## config.mk

```make
export PLATFORM = sky130hd
export DESIGN_NAME = result_fifo_packer_flat
export DESIGN_NICKNAME = d
export VERILOG_FILES = /design/src/rtl/result_fifo_packer_if.sv /design/src/rtl/result_fifo_packer.sv /design/src/flat_wrapper.sv
export SDC_FILE = /design/constraint.sdc
export NUM_CORES = 2
export LEC_CHECK = 0
export BUFFER_PORTS_ARGS = -buffer_cell sky130_fd_sc_hd__buf_4
export CELL_PAD_IN_SITES_DETAIL_PLACEMENT = 0
export CELL_PAD_IN_SITES_GLOBAL_PLACEMENT = 1
export CORE_MARGIN = 2
export CORE_UTILIZATION = 50
export DETAILED_ROUTE_END_ITERATION = 12
export GPL_TIMING_DRIVEN = 0
export PLACE_DENSITY = 0.73
export SLEW_MARGIN = 40
export SYNTH_ARGS = -nofsm -noshare
export SYNTH_HDL_FRONTEND = slang
export SYNTH_SLANG_ARGS = --single-unit
```

## constraint.sdc

```tcl
create_clock -name clock -period 3 [get_ports clock]
set_input_delay 0 -clock clock [delete_from_list [all_inputs] [get_ports clock]]
set_output_delay 0 -clock clock [all_outputs]
set_load 0.005 [all_outputs]
```

## src/rtl/result_fifo_packer_if.sv

```systemverilog
// Stream-in / FIFO-out bundle for result_fifo_packer.
// master is the packer side, slave the surrounding pipeline.
interface result_fifo_packer_if #(
  parameter int DATA_WIDTH = 32
);
  logic                  in_valid;
  logic [DATA_WIDTH-1:0] in_data;
  logic                  in_ready;
  logic [DATA_WIDTH:0]   fifo_data;
  logic                  fifo_wrreq;
  logic                  fifo_full;
  logic                  img_done;
  logic                  done;

  modport master (
    input  in_valid,
    input  in_data,
    input  fifo_full,
    output in_ready,
    output fifo_data,
    output fifo_wrreq,
    output img_done,
    output done
  );

  modport slave (
    output in_valid,
    output in_data,
    output fifo_full,
    input  in_ready,
    input  fifo_data,
    input  fifo_wrreq,
    input  img_done,
    input  done
  );
endinterface

```

## src/rtl/result_fifo_packer.sv

```systemverilog
// Buffers one image of scores, tracks the arg-max, then drains
// {is_max, score} words into the output FIFO for NUM_IMG images.
module result_fifo_packer #(
  parameter int DATA_WIDTH = 32,
  parameter int WORDS      = 49,
  parameter int NUM_IMG    = 1
) (
  input logic                  clock,
  input logic                  resetn,
  result_fifo_packer_if.master bus
);
  localparam int IW = (WORDS > 1) ? $clog2(WORDS) : 1;
  localparam int CW = $clog2(NUM_IMG + 1);
  localparam logic [IW-1:0] LAST = IW'(WORDS - 1);
  localparam logic [CW-1:0] LAST_IMG = CW'(NUM_IMG - 1);

  typedef enum logic [1:0] {
    COLLECT,
    DRAIN,
    DONE
  } state_t;

  state_t state, state_n;

  logic [IW-1:0] wr_idx, wr_idx_n;
  logic [IW-1:0] rd_idx, rd_idx_n;
  logic [IW-1:0] max_idx, max_idx_n;
  logic [CW-1:0] img_cnt, img_cnt_n;
  logic signed [DATA_WIDTH-1:0] max_val, max_val_n;
  logic img_done, img_done_n;
  logic accept;
  logic wrreq;

  logic [DATA_WIDTH-1:0] mem [WORDS];

  always_comb begin
    state_n    = state;
    wr_idx_n   = wr_idx;
    rd_idx_n   = rd_idx;
    max_idx_n  = max_idx;
    max_val_n  = max_val;
    img_cnt_n  = img_cnt;
    img_done_n = 1'b0;
    accept     = 1'b0;
    wrreq      = 1'b0;
    unique case (state)
      COLLECT: begin
        accept = bus.in_valid & resetn;
        if (accept) begin
          wr_idx_n = wr_idx + 1'b1;
          // strict compare keeps the first of equal maxima
          if (wr_idx == '0 || $signed(bus.in_data) > max_val) begin
            max_val_n = $signed(bus.in_data);
            max_idx_n = wr_idx;
          end
          if (wr_idx == LAST) begin
            wr_idx_n = '0;
            rd_idx_n = '0;
            state_n  = DRAIN;
          end
        end
      end
      DRAIN: begin
        wrreq = !bus.fifo_full;
        if (wrreq) begin
          rd_idx_n = rd_idx + 1'b1;
          if (rd_idx == LAST) begin
            rd_idx_n   = '0;
            img_done_n = 1'b1;
            img_cnt_n  = img_cnt + 1'b1;
            state_n    = (img_cnt == LAST_IMG) ? DONE : COLLECT;
          end
        end
      end
      DONE: begin
        state_n = DONE;
      end
      default: begin
        state_n = COLLECT;
      end
    endcase
  end

  always_ff @(posedge clock or negedge resetn) begin
    if (!resetn) begin
      state    <= COLLECT;
      wr_idx   <= '0;
      rd_idx   <= '0;
      max_idx  <= '0;
      max_val  <= '0;
      img_cnt  <= '0;
      img_done <= 1'b0;
    end else begin
      state    <= state_n;
      wr_idx   <= wr_idx_n;
      rd_idx   <= rd_idx_n;
      max_idx  <= max_idx_n;
      max_val  <= max_val_n;
      img_cnt  <= img_cnt_n;
      img_done <= img_done_n;
    end
  end

  // score storage needs no reset; contents are rewritten per image
  always_ff @(posedge clock) begin
    if (accept) begin
      mem[wr_idx] <= bus.in_data;
    end
  end

  assign bus.in_ready   = (state == COLLECT) & resetn;
  assign bus.fifo_wrreq = wrreq;
  assign bus.fifo_data  = {rd_idx == max_idx, mem[rd_idx]};
  assign bus.img_done   = img_done;
  assign bus.done       = (state == DONE);
endmodule

```

## src/flat_wrapper.sv

```systemverilog
// flat-port wrapper written by rule: the top's interface ports become plain ports
module result_fifo_packer_flat 
#(
  parameter int DATA_WIDTH = 32,
  parameter int WORDS      = 49,
  parameter int NUM_IMG    = 1
)
  (clock, resetn, bus_in_valid, bus_in_data, bus_fifo_full, bus_in_ready, bus_fifo_data, bus_fifo_wrreq, bus_img_done, bus_done);
  result_fifo_packer_if #(.DATA_WIDTH(DATA_WIDTH)) bus_i ();
  input logic clock;
  input logic resetn;
  input wire logic [$bits(bus_i.in_valid)-1:0] bus_in_valid;
  input wire logic [$bits(bus_i.in_data)-1:0] bus_in_data;
  input wire logic [$bits(bus_i.fifo_full)-1:0] bus_fifo_full;
  output wire logic [$bits(bus_i.in_ready)-1:0] bus_in_ready;
  output wire logic [$bits(bus_i.fifo_data)-1:0] bus_fifo_data;
  output wire logic [$bits(bus_i.fifo_wrreq)-1:0] bus_fifo_wrreq;
  output wire logic [$bits(bus_i.img_done)-1:0] bus_img_done;
  output wire logic [$bits(bus_i.done)-1:0] bus_done;
  assign bus_i.in_valid = bus_in_valid;
  assign bus_i.in_data = bus_in_data;
  assign bus_i.fifo_full = bus_fifo_full;
  assign bus_in_ready = bus_i.in_ready;
  assign bus_fifo_data = bus_i.fifo_data;
  assign bus_fifo_wrreq = bus_i.fifo_wrreq;
  assign bus_img_done = bus_i.img_done;
  assign bus_done = bus_i.done;
  result_fifo_packer #(.DATA_WIDTH(DATA_WIDTH), .WORDS(WORDS), .NUM_IMG(NUM_IMG)) u_core (.clock(clock), .resetn(resetn), .bus(bus_i));
endmodule
```

==> flow_metrics.env <==
export IMPL_status="finished with violations"
export IMPL_failed_checks="negative setup slack"
export IMPL_syn_nets=2713
export IMPL_grt_pass1_wl_mm=229.0
export IMPL_slew_headroom_pct=40.52
export IMPL_critPathTopFamily="multiplexers"
export IMPL_drtIter0Drc=4681
export IMPL_synthArstFlopShare_pct=3.329
export IMPL_place_hpwl_mm=106.5
export IMPL_pin_count=73
export IMPL_stdcell_count=4812
export IMPL_synth_common_cells="edfxtp_1 (1568), mux4_2 (480), clkbuf_1 (71), nor2_1 (63), dfrtp_1 (54)"
export IMPL_netlist_area_um2=62660
export IMPL_max_freq_ghz=0.2840
export IMPL_clockPowerShare_pct=30.8
export IMPL_die_area_um2=128200
export IMPL_ys_seq_area_share_pct=77.30
export IMPL_die_h_um=358.0
export IMPL_area_growth_pct=20.14
export IMPL_slowest_stage="mux4_2"
export IMPL_synth_edff_count=1568
export IMPL_io_buffers=72
export IMPL_p_sw_mw=18.75
export IMPL_p_seq_share_pct=39.5
export IMPL_peakVddDrop_uv=661.0
export IMPL_worstSkewPairLatency_ps=770
export IMPL_p_int_mw=46.56
export IMPL_fp_coreArea_um2=124000
export IMPL_grt_overflow_total=0
export IMPL_pwr_share_comb_pct=29.7
export IMPL_synth_top_area_cell="edfxtp_1"
export IMPL_wl_per_cell_um=33.64
export IMPL_final_setup_tns_ps=-14050
export IMPL_place_gp_congestion=0.8223
export IMPL_clock_tree_buffer_depth=3
export IMPL_arrival_ps=3520
export IMPL_critPathCaptureType="primary output"
export IMPL_vias=30978
export IMPL_crit_type="flip-flop to primary output"
export IMPL_rsz0062_at_grt="true"
export IMPL_row_count=129
export IMPL_ys_seq_elements=1622
export IMPL_synth_compound_area_share_pct=1.134
export IMPL_fin_crit_sh_pct=117.4
export IMPL_nets=3123
export IMPL_routed_wl_mm=161.9
export IMPL_synth_cells=2641
export IMPL_worst_pin_slew_ps=892.2
export IMPL_grt_pass1_vias=31082
export IMPL_via_per_inst=6.438
export IMPL_placed_area_um2=67870
export IMPL_avgSynthCellArea_um2=23.73
export IMPL_p_leak_nw=23.57
export IMPL_h_tree_depth=4
export IMPL_drc=0
export IMPL_synth_adder_area_share_pct=0.7188
export IMPL_layout_setup_ws_ps=-521.2
export IMPL_cp_data_required_time_ps=3000
export IMPL_final_area_um2=75280
export IMPL_synth_area_leaders="edfxtp_1 (75%), mux4_2 (17%), dfrtp_1 (2.2%)"
export IMPL_grt_max_degree=55
export IMPL_cts_tree="done"
export IMPL_yosysTopAreaCellShare_pct=75.14
export IMPL_initial_utilization_pct=50.55
export IMPL_synth_xor_area_share_pct=0.1258
export IMPL_report_final_slew_viol_count=0
export IMPL_cts_made_buffers=161
export IMPL_synth_top_family_by_area="multiplexers"
export IMPL_n_antenna_cell=0
export IMPL_hold_path_class="input port to flip-flop"
export IMPL_drive_gt1_share_pct=37.57
export IMPL_yosys_area_share_simple_pct=1.036
export IMPL_holdWs_ps=124.2
export IMPL_skew_ps=34.09
export IMPL_fill_cells=8311
export IMPL_fin_crit_ps=3521
export IMPL_path_buf_inv=4
export IMPL_grt_antenna_before_repair=1
export IMPL_ys_warnings_count=0
export IMPL_crit_path_start_kind="flip-flop"
export IMPL_cts_root_buf="clkbuf_16"
export IMPL_max_stage_delay_ps=570
export IMPL_maxCapViolations=0
export IMPL_dpl_cell_count=4454
export IMPL_die_w_um=358.0
export IMPL_grt_usage_pct=25.72
export IMPL_synth_most_common_cell="edfxtp_1"
export IMPL_powerDensity_nw_per_um2=867.5
export IMPL_hold_violations=0
export IMPL_p_sw_share_pct=28.71
export IMPL_synthFlopType="edfxtp_1"
export IMPL_synthMuxAreaShare_pct=18.52
export IMPL_setup_violations=32
export IMPL_crit_path_cell_trace="buf_12, buf_16, buf_12, mux4_2, mux4_2, o22ai_4, a21oi_2, buf_4"
export IMPL_numClockSinks=1622
export IMPL_drt_first_pass_iters=5
export IMPL_drtAntennaViolNets=0
export IMPL_critPathMaxFanout=10
export IMPL_total_power_mw=65.31
export IMPL_synth_cell_types=47
export IMPL_clk_pin_slew_worst_paths_ps=60
repair_timing:
action                                  in CTS  in global routing
resized for setup                          295                 55
hold buffers                                38                  0
pin swaps                                   18                 10
gates cloned                                 1                  2
buffers inserted                            20                 12
endpoints found under the setup margin     606                322
endpoints found under the hold margin     1671                  0
worst reg2reg max path: stages, from the launching register on:
cell	delay (ps)
dfrtp_1	410
nor3b_4	240
nand2_2	160
nor2_1	420
nand2_2	440
nor2_4	410
buf_8	220
buf_8	190
buf_6	190
cells in the final DEF, fill, tap and decap left out, drive strengths merged, types with 2 or more instances in the layout:
cell,n
nor3,4
nor2b,4
mux2i,33
edfxtp,1568
or3,3
o21ai,19
a31oi,2
nand3,10
nand4,13
o22ai,36
clkinvlp,5
nor4,2
a21o,3
buf,268
nand2b,4
nand2,25
ha,36
nor3b,3
xnor2,7
dfrtp,54
inv,47
a21oi,47
bufinv,16
clkbuf,286
o31ai,3
mux2,32
nor2,63
dlygate4sd3,37
or2,3
mux4,480
xor2,2
clkinv,48
stage by stage:
stage,setup slack [ps],utilization [%]
after global placement,-2914,52.67
after global routing,-566.0,60.73
after CTS,-549.9,60.40
after detailed placement,-982.9,54.75
final,-521.2,60.73
after floorplan,-215.6,-
worst paths after layout:
kind,startpoint,to,slack [ps],cells past startpoint
max in group asynchronous,resetn,u_core.rd_idx[0],2260,4
hold / removal,bus_fifo_full,u_core.bus.img_done,120,4
min in group asynchronous,resetn,u_core.max_val[7],470,4
setup / recovery,u_core.rd_idx[0],bus_fifo_data[22],-520,8
hold reg to reg,u_core.img_cnt,u_core.state[1],490,1
setup reg to reg,u_core.state[1],u_core.mem[8][9],30,8
layer usage:
layer	track usage, %	up-vias	share of wire (%)
li1	-	12158	-
met1	37.95	16663	40
met2	39.25	1872	47
met3	4.682	285	10
met4	8.837	0	3.3
met5	0	-	0
sequential cells by signal, summed over array words and instances (netlist names):
register             cells
u_core.bus.img_done      1
u_core.img_cnt           1
u_core.max_idx           6
u_core.max_val          32
u_core.mem            1568
u_core.rd_idx            6
u_core.state             2
u_core.wr_idx            6
logic make-up after synthesis:
logic type                 after synthesis
and+or+nand+nor                        136
xor gates and xnor gates                 9
muxes                                  545
AOI/OAI and AO/OA                      119
buffers and inverters                  174
adders and majority gates               36
DFF                                   1622
layout make-up:
type	count	area, um2	share of cell area, %
clock inverters	74	779.5	1.035
well taps	1637	2048	2.721
clock buffers	213	4443	5.902
flip-flops and latches	1622	48440	64.34
repair buffers	249	3533	4.694
inverters	42	157.7	0.2094
plain buffers	130	1401	1.862
multi-input cells	845	14480	19.23
power by group through the flow:
stage                     Clock [mW]  Sequential, mW  Combinational [mW]
after floorplan                    0            26.1                10.4
after global placement             0            26.2                16.3
after detailed placement           0            26.2                16.8
after CTS                       20.3            25.8                19.0
after global routing            21.1            25.8                20.4
final                           20.1            25.8                19.4
Power figures use the tool's default switching activity.
